===== src/rtl/hex_display_arbiter.sv =====
// hex_display_arbiter: minimum-hold round-robin owner of HEX5..HEX0 between requesters A and B, plus display tick; define HEXARB_BLANK_EN for a blank gap on owner swaps
module hex_display_arbiter #(
  parameter int TICK_DIV   = 10000000,
  parameter int HOLD_TICKS = 4
) (
  input  logic        clock,
  input  logic        resetn,
  input  logic        req_a,
  input  logic [47:0] pat_a,
  input  logic        req_b,
  input  logic [47:0] pat_b,
  output logic        grant_a,
  output logic        grant_b,
  output logic        tick,
  output logic [7:0]  HEX0,
  output logic [7:0]  HEX1,
  output logic [7:0]  HEX2,
  output logic [7:0]  HEX3,
  output logic [7:0]  HEX4,
  output logic [7:0]  HEX5
);
  localparam int CW = $clog2(TICK_DIV);
  localparam int HW = $clog2(HOLD_TICKS + 1);
  typedef enum logic [1:0] {
    IDLE, OWN_A, OWN_B
`ifdef HEXARB_BLANK_EN
    , BLANK
`endif
  } state_t;
  state_t state_q, state_d, direct;
  logic [CW-1:0] cnt_q, cnt_d;
  logic [HW-1:0] hold_q, hold_d;
  logic ga_q, ga_d, gb_q, gb_d, own, hold_max;
  logic [47:0] hex_q, hex_d;
`ifdef HEXARB_BLANK_EN
  logic tgt_b_q, tgt_b_d;
`endif
  assign tick = cnt_q == CW'(TICK_DIV - 1);
  assign own = state_q == OWN_A || state_q == OWN_B;
  assign hold_max = hold_q == HW'(HOLD_TICKS);
  assign grant_a = ga_q;
  assign grant_b = gb_q;
  assign {HEX5, HEX4, HEX3, HEX2, HEX1, HEX0} = hex_q;
  // Ownership decision, hold accounting and the registered output image of the next state
  always_comb begin
    cnt_d = tick ? '0 : cnt_q + CW'(1);
    case (state_q)
      IDLE:    direct = req_a ? OWN_A : (req_b ? OWN_B : IDLE);
      OWN_A:   direct = !req_a ? (req_b ? OWN_B : IDLE) : ((req_b && hold_max) ? OWN_B : OWN_A);
      OWN_B:   direct = !req_b ? (req_a ? OWN_A : IDLE) : ((req_a && hold_max) ? OWN_A : OWN_B);
      default: direct = IDLE;
    endcase
    state_d = direct;
`ifdef HEXARB_BLANK_EN
    tgt_b_d = tgt_b_q;
    if (state_q == BLANK)
      state_d = !tick ? BLANK
              : tgt_b_q ? (req_b ? OWN_B : (req_a ? OWN_A : IDLE))
              : (req_a ? OWN_A : (req_b ? OWN_B : IDLE));
    else if (own && direct != IDLE && direct != state_q) begin
      state_d = BLANK;
      tgt_b_d = direct == OWN_B;
    end
`endif
    hold_d = !(own && state_d == state_q) ? '0 : (tick && !hold_max) ? hold_q + HW'(1) : hold_q;
    ga_d = state_d == OWN_A;
    gb_d = state_d == OWN_B;
    hex_d = ga_d ? pat_a : (gb_d ? pat_b : '1);
  end
  // State, counters and output registers with asynchronous clear to the blank idle display
  always_ff @(posedge clock or negedge resetn) begin
    if (!resetn) begin
      state_q <= IDLE;
      cnt_q <= '0;
      hold_q <= '0;
      ga_q <= 1'b0;
      gb_q <= 1'b0;
      hex_q <= '1;
`ifdef HEXARB_BLANK_EN
      tgt_b_q <= 1'b0;
`endif
    end else begin
      state_q <= state_d;
      cnt_q <= cnt_d;
      hold_q <= hold_d;
      ga_q <= ga_d;
      gb_q <= gb_d;
      hex_q <= hex_d;
`ifdef HEXARB_BLANK_EN
      tgt_b_q <= tgt_b_d;
`endif
    end
  end
endmodule


===== config.mk =====
export PLATFORM = sky130hd
export DESIGN_NAME = hex_display_arbiter
export DESIGN_NICKNAME = d
export VERILOG_FILES = /design/src/rtl/hex_display_arbiter.sv
export SDC_FILE = /design/constraint.sdc
export NUM_CORES = 1
export LEC_CHECK = 0
export CORE_MARGIN = 2
export CORE_UTILIZATION = 42
export DETAILED_ROUTE_END_ITERATION = 8
export DONT_BUFFER_PORTS = 1
export PLACE_DENSITY = 0.57
export SLEW_MARGIN = 40
export SYNTH_ARGS = -nofsm -noshare
export SYNTH_HDL_FRONTEND = slang
export SYNTH_SLANG_ARGS = --single-unit

===== constraint.sdc =====
create_clock -name clock -period 6.2 [get_ports clock]
set_clock_uncertainty 0.05 [all_clocks]
set_input_delay 0.31 -clock clock [delete_from_list [all_inputs] [get_ports clock]]
set_output_delay 0.31 -clock clock [all_outputs]
set_load 0.02 [all_outputs]

==> flow_metrics.tcl, run 1 <==
set metrics [dict create \
    synthCells 266 \
    placedCellCount 358 \
    grt_pass1_wl_mm 10.7 \
    fmax_ghz 0.396 \
    synth-seq-cells 79 \
    crit-reg2reg-launch "cnt_q[13]" \
    layout.nets 376 \
    finalHoldViolCount 0 \
    yosysUniqueCellTypes 37 \
    die_w_um 93.2 \
    clkSinkCount 79 \
    antenna_cells 0 \
    pin_count 151 \
    die_y_um 93.2 \
    final_max_slew_viol_count 0 \
    drive_gt1_share_pct 26.6 \
    dpl_cell_area_sq_um 3420 \
    synth_compound_area_share_pct 15.2 \
    min_period_ns 2.52 \
    ff_latch_area_sq_um 2040 \
    syn_area_per_cell_sq_um 12.6 \
    avgRoutedWirePerCell_um 18.4 \
    cts-root-buf "clkbuf_8" \
    antenna_found_initial 0 \
    tns_ns 0 \
    path_max_fanout 5 \
    final_area_sq_um 3670 \
    numCtsBuffers 9 \
    clockBufferDepth 2 \
    max_slew.worst_pin.slew_ns 0.708 \
    rr_endpoint "cnt_q[15]" \
    drt_wl_total_mm 6.92 \
    r2r_setup_slack_ns 3.85 \
    synth_xor_xnor_area_share_pct 5.51 \
    syn_area_sq_um 3340 \
    met2_usage_pct 23.6 \
    layout.cells.non_filler 376 \
    synth_nets 373 \
    rsz0062_at_grt "false" \
    firstDrtPassIters 4 \
    setup-violations-final 0 \
    ir_drop_mv 0.144 \
    grt_max_degree 80 \
    use_met3_pct 5.96 \
    rr_worst_depth 5 \
    worstPathArrival_ns 2.16 \
    muxShareOfSynthArea_pct 0.599 \
    vias_per_cell 5.59 \
    critPathKind "register to primary output" \
    num_rows 32 \
    status "finished, final reports clean" \
    vias 2101 \
    grtUsageMet1_pct 22.2 \
    die_area_sq_um 8680 \
    ant_nets 0 \
    grt_pass1_vias 2060 \
    portBuffers 0 \
    initial_utilization_pct 43.2 \
    cp-startpoint "cnt_q[13]" \
    fillCellCount 674 \
    multi_input_area_sq_um 1200 \
    maxCapViolations 0 \
    place.gp.congestion 0.788 \
    busiest_layer "met2" \
    globalRouteOverflowTotal 0 \
    ys_seq_area_share_pct 61.0 \
    cts_tree "yes" \
    end_kind "primary output" \
    crit_required_ns 5.84 \
    pwr_density_cell_nw_per_um2 348 \
    crit_end "tick" \
    synth-simple-area-share_pct 11.9 \
    cp-start-kind "register" \
    synth_fa_ha_area_share_pct 2.62 \
    hpwl_mm 4.78 \
    drc 0 \
    finalCritPeriodShare_pct 40.7 \
    p_total_mw 1.28 \
    p_leak_nw 1.42 \
    grtUsageTotal_pct 16.1 \
    hold_class "primary input to register" \
    yosysWarningCount 0 \
    h-tree-depth 3 \
    dr.first_iter.drc_count 97 \
    slew_headroom_pct 52.5 \
    coreArea_sq_um 7730 \
    insertion_delay_ns 0.35 \
    area_growth_pct 9.89 \
    synth_top_family_by_area "compound AO/OA/AOI/OAI gates" \
    clk_pin_slew_worst_paths_ns 0.09 \
]
[state kept, by name, indices dropped and copies added, names as in the netlist]
register,cells
state_q,2
cnt_q,24
hold_q,3
grant_b,1
grant_a,1
hex_q,48
[critical path, cell delays in order, from the launching register on]
cell     delay [ns]
dfrtp_1        0.43
nor4b_1        0.60
nand3_1        0.17
nor3_1         0.63
[where the power goes]
| part | leakage (nW) | switching (mW) | internal (mW) |
|---|---|---|---|
| registers | 0.921 | 0.110 | 0.625 |
| clock network | 0.109 | 0.186 | 0.214 |
| logic | 0.387 | 0.0803 | 0.0636 |
[metal layers]
layer / vias up / routed length (um)
li1: 973 / -
met3: 8 / 502
met4: 0 / 69
met5: - / 0
met2: 80 / 3360
met1: 1040 / 2990
[layout make-up]
cell class	count	area share, %
Sequential cell	79	55.5
Tap cell	102	3.48
Clock inverter	5	1.67
Timing Repair Buffer	5	1.64
Multi-Input combinational cell	165	32.6
Inverter	9	0.921
Clock buffer	11	4.16
[placed cells by master, fill, tap and decap left out, types with 2 or more instances in the layout]
master,Yosys,final
and3_1,4,4
buf_4,0,3
clkbuf_8,0,9
dfrtp_1,31,31
dfstp_2,48,48
ha_1,7,7
inv_1,9,9
inv_6,0,2
mux2i_1,2,2
nand2_1,8,8
nand3_1,20,20
nand4_1,6,6
nor2_1,14,14
nor2b_1,2,2
nor3_1,6,6
nor4_1,5,5
nor4b_1,2,2
o21ai_0,4,4
o22a_1,48,48
or3_1,2,2
xnor2_1,15,15
xor2_1,6,6
[stage by stage]
stage	hold WS, ns	setup slack [ns]	util, %
finish	0.0317	3.68	47.5
global route	0.0102	3.52	47.5
CTS	0.0165	3.67	47.5
detailed placement	-0.0304	3.94	44.2
global placement	-0.0304	3.97	44.2
floorplan	-0.0356	4.14	-
[how the worst min path moves through the flow]
stage	cells after the start	slack [ns]	start	endpoint
6_report	1	0.03	pat_b[47]	hex_q[47]
3_5_place_dp	0	-0.03	resetn	hold_q[0]
5_1_grt	1	0.01	pat_b[45]	hex_q[45]
2_1_floorplan	0	-0.04	resetn	cnt_q[0]
3_3_place_gp	0	-0.03	resetn	hold_q[0]
4_1_cts	1	0.02	pat_b[4]	hex_q[4]
[timing repair]
item,CTS,global route
endpoints found under the hold margin,79,0
buffers inserted,0,0
resized for setup,0,0
hold buffers,2,0
endpoints found under the setup margin,0,0
[cell families after synthesis]
family,count (synthesis)
fa+ha+maj,7
simple gates,75
xor+xnor,21
flops,79
mux,2
buf+inv,22
compound gates,60
[synthesized netlist by cell type]
cell / n / area share (%)
a21bo_1: 1 / 0.30
a21bo_2: 1 / 0.30
a21o_1: 1 / 0.22
a21oi_1: 1 / 0.15
a31oi_1: 1 / 0.19
a31oi_2: 1 / 0.37
and2b_1: 1 / 0.22
and3_1: 4 / 0.75
buf_1: 1 / 0.11
buf_2: 6 / 0.90
buf_6: 2 / 0.67
clkbuf_1: 4 / 0.45
dfrtp_1: 31 / 23
dfstp_2: 48 / 38
ha_1: 7 / 2.6
inv_1: 9 / 1.0
mux2i_1: 2 / 0.60
nand2_1: 8 / 0.90
nand2b_1: 1 / 0.19
nand3_1: 20 / 3.0
nand4_1: 6 / 1.1
nor2_1: 14 / 1.6
nor2b_1: 2 / 0.37
nor3_1: 6 / 0.90
nor3_2: 1 / 0.30
nor4_1: 5 / 0.94
nor4_2: 1 / 0.37
nor4b_1: 2 / 0.52
o21ai_0: 4 / 0.60
o21ai_2: 1 / 0.26
o22a_1: 48 / 13
o31ai_1: 1 / 0.22
or2_1: 1 / 0.19
or2_2: 1 / 0.19
or3_1: 2 / 0.37
xnor2_1: 15 / 3.9
xor2_1: 6 / 1.6
(Power assumes the default switching activity.)
==> run 2: changes to the inputs <==
==> constraint.sdc (replaced) <==
create_clock -name clock -period 2.65 [get_ports clock]
set_clock_uncertainty 0.05 [all_clocks]
set_input_delay 0.1325 -clock clock [delete_from_list [all_inputs] [get_ports clock]]
set_output_delay 0.1325 -clock clock [all_outputs]
set_load 0.02 [all_outputs]
==> flow_metrics.tcl, run 2 (same netlist as run 1, synthesis figures left out) <==
set metrics [dict create \
    layout.nets 482 \
    grt_max_degree 80 \
    fmax_ghz 0.387 \
    rsz0062_at_grt "true" \
    setup-violations-final 0 \
    end_kind "register" \
    die_area_sq_um 8680 \
    cts_tree "yes" \
    multi_input_area_sq_um 1240 \
    max_slew.worst_pin.slew_ns 0.545 \
    portBuffers 0 \
    crit_chain "inv_1 -> ha_2 -> a21bo_2 -> a31oi_2 -> and2b_2 -> nand2_4 -> buf_12 -> o22a_1 -> dlygate4sd3_1" \
    path_buf_inv 3 \
    cp_top_family "buffers and inverters" \
    antenna_found_initial 0 \
    drt_wl_total_mm 9.40 \
    globalRouteOverflowTotal 0 \
    vias 2575 \
    coreArea_sq_um 7730 \
    final_cell_mix "98 x dlygate4sd3_1, 48 x o22a_1, 48 x dfstp_2, 30 x dfrtp_1, 20 x nand3_1" \
    ff_latch_area_sq_um 2040 \
    cts-root-buf "clkbuf_8" \
    worst_path_largest_cell_delay_ns 0.58 \
    vias_per_cell 5.34 \
    insertion_delay_ns 0.35 \
    crit_path_top_delay_cell "dlygate4sd3_1" \
    finalHoldViolCount 0 \
    grt_pass1_vias 2724 \
    p_leak_nw 1.86 \
    clkSinkCount 79 \
    die_w_um 93.2 \
    finalCritPeriodShare_pct 97.5 \
    largest_reg_flops 48 \
    postLayoutSetupSlackWorst_ns 0.0654 \
    h-tree-depth 3 \
    num_rows 32 \
    hpwl_mm 4.80 \
    maxCapViolations 0 \
    top_regs "hex_q (48), cnt_q (24), hold_q (3)" \
    grt_pass1_wl_mm 14.0 \
    drive_gt1_share_pct 23.9 \
    initial_utilization_pct 43.2 \
    pre_cts_ws_ns 0.543 \
    firstDrtPassIters 4 \
    ir_drop_mv 0.684 \
    hold_class "primary input to register" \
    clockBufferDepth 2 \
    critPathKind "register to register" \
    timing.hold.ws_ns 0.0482 \
    cp-start-kind "register" \
    avgRoutedWirePerCell_um 19.5 \
    pin_count 151 \
    clk_pin_slew_worst_paths_ns 0.08 \
    crit_required_ns 2.87 \
    layout_commonest_cell "dlygate4sd3_1" \
    drc 0 \
    antenna_cells 0 \
    pwr_density_cell_nw_per_um2 714 \
    ant_nets 0 \
    final_max_slew_viol_count 0 \
    fillCellCount 566 \
    worstPathArrival_ns 2.80 \
    die_y_um 93.2 \
    grtUsageTotal_pct 21.0 \
    numCtsBuffers 9 \
    dr.first_iter.drc_count 125 \
    place.gp.congestion 0.797 \
    status "finished, final reports clean" \
    slew_headroom_pct 63.1 \
    path_max_fanout 13 \
    top_register "hex_q" \
    placedCellCount 360 \
    layout.cells.non_filler 482 \
    min_period_ns 2.58 \
    area_growth_pct 45.4 \
]
## run 2: cell types whose count changed in the layout (fill, tap and decap cells not counted), moves of 2 or more
cell | before | now
ha_2 | 0 | 2
buf_4 | 3 | 7
buf_12 | 0 | 2
ha_1 | 7 | 4
dlygate4sd3_1 | 1 | 98
clkbuf_16 | 1 | 4
## run 2: layout make-up
type,instances,area share (%)
Tap cell,102,2.63
Sequential cell,79,42.0
Multi-Input combinational cell,165,25.6
Timing Repair Buffer,111,24.2
Clock inverter,5,1.75
Clock buffer,11,3.14
Inverter,9,0.696
## run 2: path summary, 6_finish.rpt
check,start,endpoint,slack [ns],cells past startpoint
hold / removal,req_b,state_q[0],0.05,3
hold reg to reg,cnt_q[0],cnt_q[0],0.42,1
setup / recovery,state_q[0],hex_q[12],0.07,9
max in group asynchronous,resetn,hex_q[26],1.91,2
min in group asynchronous,resetn,cnt_q[16],0.29,2
setup reg to reg,state_q[0],hex_q[12],0.07,9
## run 2: report_power, final
part           internal [mW]  switching, mW
logic                  0.395          0.286
clock network          0.595          0.459
registers               1.46          0.268
## run 2: through the flow
step                      utilization [%]  setup TNS (ns)  total power, mW  cell area (sq um)
after floorplan                         -               0             1.99               3340
after global placement               44.8               0             2.07               3460
after detailed placement             44.8               0             2.08               3460
after CTS                            60.9               0             3.36               4700
after global routing                 62.8        -0.00513             3.60               4850
final                                62.8               0             3.47               4850
## run 2: metal layers
metal / global-route usage, % / wire length, um
met5: 0 / 0
met4: 8.82 / 195
met3: 6.61 / 622
met2: 35.1 / 4850
met1: 25.2 / 3740
## run 2: timing repair
action / CTS / global route
endpoints found under the hold margin: 128 / 0
hold buffers: 99 / 0
setup buffers: 0 / 4
endpoints found under the setup margin: 0 / 32
resized for setup: 0 / 12
## run 2: worst min-delay path, stage by stage
cell,delay (ns)
a31oi_4,0.14
o21ai_2,0.08
inv_1,0.06
